$ cat config.mk
export PLATFORM = sky130hd
export DESIGN_NAME = button_debouncer
export DESIGN_NICKNAME = d
export VERILOG_FILES = /design/src/rtl/button_debouncer.sv
export SDC_FILE = /design/constraint.sdc
export NUM_CORES = 1
export LEC_CHECK = 0
export ABC_AREA = 1
export BUFFER_PORTS_ARGS = -buffer_cell sky130_fd_sc_hd__buf_2
export CAP_MARGIN = 10
export CORE_MARGIN = 3
export CORE_UTILIZATION = 45
export CTS_CLUSTER_SIZE = 10
export DETAILED_ROUTE_END_ITERATION = 7
export PLACE_DENSITY = 0.63
export SYNTH_ARGS = -nofsm -noshare
export SYNTH_HDL_FRONTEND = slang
export SYNTH_SLANG_ARGS = --single-unit
$ cat constraint.sdc
create_clock -name clk -period 4.5 [get_ports clk]
set_clock_uncertainty 0.2 [all_clocks]
set_input_delay 0 -clock clk [delete_from_list [all_inputs] [get_ports clk]]
set_output_delay 0 -clock clk [all_outputs]
set_load 0.1 [all_outputs]
$ cat src/rtl/button_debouncer.sv
// Push-button front end: synchronises and debounces N raw buttons and
// emits clean levels plus one-clk press, release and long-press pulses.
module button_debouncer #(
    parameter int unsigned N_BUTTONS     = 1,
    parameter int unsigned PRESCALE_BITS = 12,
    parameter int unsigned STABLE_TICKS  = 15,
    parameter int unsigned LONG_TICKS    = 762,
    parameter bit          ACTIVE_LOW    = 1'b1
) (
    input  logic                 clk,
    input  logic                 rst_n,
    input  logic [N_BUTTONS-1:0] btn_raw,
    output logic [N_BUTTONS-1:0] btn_level,
    output logic [N_BUTTONS-1:0] btn_press,
    output logic [N_BUTTONS-1:0] btn_release,
    output logic [N_BUTTONS-1:0] btn_long
);

    localparam int unsigned CNT_W  = $clog2(STABLE_TICKS + 1);
    localparam int unsigned HOLD_W = $clog2(LONG_TICKS + 1);

    localparam logic [CNT_W-1:0]     CNT_LAST  = CNT_W'(STABLE_TICKS - 1);
    localparam logic [HOLD_W-1:0]    HOLD_LAST = HOLD_W'(LONG_TICKS - 1);
    localparam logic [HOLD_W-1:0]    HOLD_MAX  = HOLD_W'(LONG_TICKS);
    localparam logic [N_BUTTONS-1:0] RELEASED  = {N_BUTTONS{ACTIVE_LOW}};

    typedef enum logic [1:0] {
        IDLE    = 2'd0,
        CHK_PRS = 2'd1,
        PRESSED = 2'd2,
        CHK_REL = 2'd3
    } state_t;

    logic [N_BUTTONS-1:0]     sync1;
    logic [N_BUTTONS-1:0]     sync2;
    logic [N_BUTTONS-1:0]     s_c;
    logic [PRESCALE_BITS-1:0] presc;
    logic                     tick_c;

    state_t            state   [N_BUTTONS];
    state_t            state_d [N_BUTTONS];
    logic [CNT_W-1:0]  cnt     [N_BUTTONS];
    logic [CNT_W-1:0]  cnt_d   [N_BUTTONS];
    logic [HOLD_W-1:0] hold    [N_BUTTONS];
    logic [HOLD_W-1:0] hold_d  [N_BUTTONS];

    logic [N_BUTTONS-1:0] level_d;
    logic [N_BUTTONS-1:0] press_d;
    logic [N_BUTTONS-1:0] release_d;
    logic [N_BUTTONS-1:0] long_d;

    // Polarity-normalised synchronised inputs: 1 = pressed
    assign s_c    = ACTIVE_LOW ? ~sync2 : sync2;
    assign tick_c = &presc;

    // Synchroniser, prescaler, per-channel state and registered outputs
    always_ff @(posedge clk) begin
        if (!rst_n) begin
            sync1       <= RELEASED;
            sync2       <= RELEASED;
            presc       <= '0;
            btn_level   <= '0;
            btn_press   <= '0;
            btn_release <= '0;
            btn_long    <= '0;
            for (int i = 0; i < int'(N_BUTTONS); i++) begin
                state[i] <= IDLE;
                cnt[i]   <= '0;
                hold[i]  <= '0;
            end
        end else begin
            sync1       <= btn_raw;
            sync2       <= sync1;
            presc       <= presc + PRESCALE_BITS'(1);
            btn_level   <= level_d;
            btn_press   <= press_d;
            btn_release <= release_d;
            btn_long    <= long_d;
            for (int i = 0; i < int'(N_BUTTONS); i++) begin
                state[i] <= state_d[i];
                cnt[i]   <= cnt_d[i];
                hold[i]  <= hold_d[i];
            end
        end
    end

    // Per-channel debounce FSM; everything advances only on tick cycles
    always_comb begin
        for (int i = 0; i < int'(N_BUTTONS); i++) begin
            state_d[i]   = state[i];
            cnt_d[i]     = cnt[i];
            hold_d[i]    = hold[i];
            press_d[i]   = 1'b0;
            release_d[i] = 1'b0;
            long_d[i]    = 1'b0;

            if (tick_c) begin
                case (state[i])
                    IDLE: begin
                        if (s_c[i]) begin
                            if (STABLE_TICKS == 1) begin
                                state_d[i] = PRESSED;
                                press_d[i] = 1'b1;
                                hold_d[i]  = '0;
                                cnt_d[i]   = '0;
                            end else begin
                                state_d[i] = CHK_PRS;
                                cnt_d[i]   = CNT_W'(1);
                            end
                        end
                    end
                    CHK_PRS: begin
                        if (!s_c[i]) begin
                            state_d[i] = IDLE;
                            cnt_d[i]   = '0;
                        end else if (cnt[i] == CNT_LAST) begin
                            state_d[i] = PRESSED;
                            press_d[i] = 1'b1;
                            hold_d[i]  = '0;
                            cnt_d[i]   = '0;
                        end else begin
                            cnt_d[i] = cnt[i] + CNT_W'(1);
                        end
                    end
                    PRESSED: begin
                        if (!s_c[i]) begin
                            if (STABLE_TICKS == 1) begin
                                state_d[i]   = IDLE;
                                release_d[i] = 1'b1;
                                hold_d[i]    = '0;
                                cnt_d[i]     = '0;
                            end else begin
                                state_d[i] = CHK_REL;
                                cnt_d[i]   = CNT_W'(1);
                            end
                        end else if (hold[i] != HOLD_MAX) begin
                            // Saturation makes the LAST->MAX step happen once per press
                            hold_d[i] = hold[i] + HOLD_W'(1);
                            long_d[i] = (hold[i] == HOLD_LAST);
                        end
                    end
                    CHK_REL: begin
                        if (s_c[i]) begin
                            state_d[i] = PRESSED;
                            cnt_d[i]   = '0;
                        end else if (cnt[i] == CNT_LAST) begin
                            state_d[i]   = IDLE;
                            release_d[i] = 1'b1;
                            hold_d[i]    = '0;
                            cnt_d[i]     = '0;
                        end else begin
                            cnt_d[i] = cnt[i] + CNT_W'(1);
                        end
                    end
                    default: begin
                        state_d[i] = IDLE;
                        cnt_d[i]   = '0;
                        hold_d[i]  = '0;
                    end
                endcase
            end

            level_d[i] = (state_d[i] == PRESSED) || (state_d[i] == CHK_REL);
        end
    end

endmodule

==> metrics.csv <==
stage;metric;value;unit
status;outcome;completed;
critical_path;cp_max_fo;11;
cts;clk_pin_slew;70;ps
sta;setup_viol;0;
synthesis;syn-num-nets;258;
synthesis;synth_top_area_share;38.28;%
global_route;grtUsageMet1;20.47;%
routing;drc_errors;0;
routing;drt-wirelength-per-cell;10.65;µm
power;combPwrFrac;2.8;%
routing;drtIter0Drc;52;
min_path;min_path_cells;1;
power;p_sw_share;22.68;%
critical_path;crit_type;flop to flop;
critical_path;crit_required;4490;ps
floorplanning;dieArea;4741;µm²
layout;antenna_cells;0;
cts;cts_buffers;5;
global_route;met2_usage;24.29;%
power;clkPwrFrac;42.4;%
power;p_leak;0.8056;nW
synthesis;synthCells;249;
floorplanning;row_count;22;
sta;fin_crit_sh;44.32;%
synthesis;synth_edf_count;0;
floorplanning;die_y;68.86;µm
place;portBuffers;6;
flow_run;maxCapViolCount;0;
routing;vias;1502;
synthesis;avgSynthCellArea;7.140;µm²
routing;totalWireLength;3292;µm
sta;final.setup.tns;0;ps
synthesis;synth_cell_types;31;
sta;maxSlewViolCount;0;
synthesis;syn_area;1778;µm²
critical_path;cp.arrival;1980;ps
synthesis;yosys-top-cells-area;dfxtp_1, nand2_1, inv_1, nor2_1, nand3_1;
global_route;grt_usage;15.72;%
sta;fmax;501.4;MHz
sta;finalHoldViolations;0;
floorplanning;start_util;47.49;%
place;dp_hpwl;2371;µm
cts;cts_max_level;2;
cts;postCtsResizedCells;0;
cts;postCtsSetupRepairBufs;0;
global_route;top_usage_layer;met2;
global_route;gr-total-overflow;0;
synthesis;synth_warnings;0;
layout;fillers;385;
synthesis;ys_async_sr_fraction;0;%
global_route;grt_pass1_wl;5637;µm
critical_path;critPathCaptureType;flop;
power;irDropWorstVdd;0.1585;mV
floorplanning;chipWidth;68.86;µm
power;p_total;0.0005591;W
global_route;antenna_found_initial;0;
place;gp_congestion;0.8481;
floorplanning;coreArea;3744;µm²
sta;layout_min_cycle_time;1995;ps
routing;drt_pass1_iterations;4;
cts;clock_path_buffers;2;
sta;worst_pin_slew;511.4;ps
synthesis;ys_top_cells_by_count;nand2_1, inv_1, nor2_1;
synthesis;synth-seq-cells;34;
layout;area_delta_synth_final;9.571;%
routing;ant_nets;0;
critical_path;startpoint_type;flop;
cts;cts_tree;built;
global_route;grt_pass1_vias;1345;
synthesis;synth_ff_type;dfxtp_1;
layout;drive_gt1_share;11.88;%
critical_path;reg2regPathDepth;9;
cts;clockRootBuffer;clkbuf_8;
power;seqPwrFrac;54.8;%
min_path;hold_path_class;flop to flop;
power;power_switching;0.0001268;W
power;p_per_area;287.0;nW/µm²
cts;clock-sinks;34;
floorplanning;io_pins;7;
global_route;grt_max_degree;16;
layout;stdcell_area;1948;µm²
power;p_int;0.0004323;W
place;dpl_cell_area;1833;µm²
synthesis;yosysMostFrequentCell;nand2_1;
sta;grt_setup_unrepaired;no;
sta;relSlewSlack;65.87;%
layout;nets;269;
cts;clock_latency;290;ps
synthesis;yosysSeqAreaShare;38.28;%
synthesis;yosysTopAreaCell;dfxtp_1;
routing;avgViaCountPerCell;4.861;
global_route;use_met3;3.890;%
-- timing repair --
item | in CTS | in global routing
hold endpoints to repair | 13 | 0
hold buffers | 2 | 0
setup endpoints to repair | 0 | 0
-- power by group through the flow --
| stage | Sequential, W | Clock (W) | Combinational [W] |
|---|---|---|---|
| CTS | 0.000306 | 0.000247 | 0.0000158 |
| global placement | 0.000313 | 0 | 0.0000143 |
| floorplan | 0.000312 | 0 | 0.0000105 |
| detailed placement | 0.000313 | 0 | 0.0000145 |
| global route | 0.000306 | 0.000258 | 0.0000182 |
| finish | 0.000306 | 0.000237 | 0.0000156 |
-- worst max-delay path: stages (launching register included) --
cell,delay [ps]
dfxtp_1,390
inv_1,60
ha_1,180
nand3_1,150
inv_1,90
nand2_1,80
nand2_1,290
and2_1,290
nor2_1,90
nor2_1,50
-- cell type report --
cell class	count	area, µm²	share of cell area, %
Clock buffer	6	82.58	4.239
Timing Repair Buffer	8	50.05	2.569
Sequential cell	34	680.7	34.94
Inverter	39	146.4	7.514
Tap cell	48	60.06	3.083
Multi-Input combinational cell	172	915.9	47.01
Clock inverter	2	12.51	0.6423
-- through the flow --
step | utilization [%] | hold slack, ps | std cells | worst slack, ps
3_5_place_dp | 48.96 | -7.009 | 299 | 2509
6_report | 52.04 | 212.6 | 309 | 2505
3_3_place_gp | 48.96 | -8.311 | 299 | 2556
5_1_grt | 52.04 | 229.3 | 309 | 2308
4_1_cts | 52.04 | 216.7 | 309 | 2489
2_1_floorplan | - | -93.42 | 249 | 2793
-- flip-flops by register name (all words and copies together) (netlist names) --
register / count
btn_release: 1
sync2: 1
presc: 12
btn_press: 1
state: 2
btn_level: 1
btn_long: 1
hold: 10
sync1: 1
cnt: 4
-- routing by layer --
layer	vias to the layer above	share of wire (%)
met5	-	0
met4	0	1.9
met3	9	3.4
met2	22	42
met1	657	53
li1	814	-
-- kinds of logic after synthesis --
family / after synthesis / share of synthesized area (%)
xor+xnor: 2 / 0.9854
buf+inv: 43 / 10.20
fa+ha+maj: 6 / 4.222
simple gates: 134 / 36.81
compound gates: 30 / 9.501
flops: 34 / 38.28
-- path summary, 6_finish.rpt --
path	to	slack, ps	startpoint
max	hold[0][1]	2510	cnt[0][0]
min reg2reg	sync2	210	sync1
min	sync2	210	sync1
max reg2reg	hold[0][1]	2510	cnt[0][0]
-- cell usage in the layout, fill, tap and decap left out, drive strengths merged --
cell type	count
o31ai	1
nand4	3
clkinvlp	1
or2	3
a21oi	15
nand2	55
o211ai	1
and3	1
dfxtp	34
nor2	37
ha	6
clkinv	1
a31oi	1
nor4	3
inv	39
a221oi	1
nand3b	1
clkbuf	6
dlygate4sd3	2
o21ai	9
nor3	6
buf	6
and2	1
nand3	24
xor2	2
o21a	2
(Power assumes the default switching activity.)
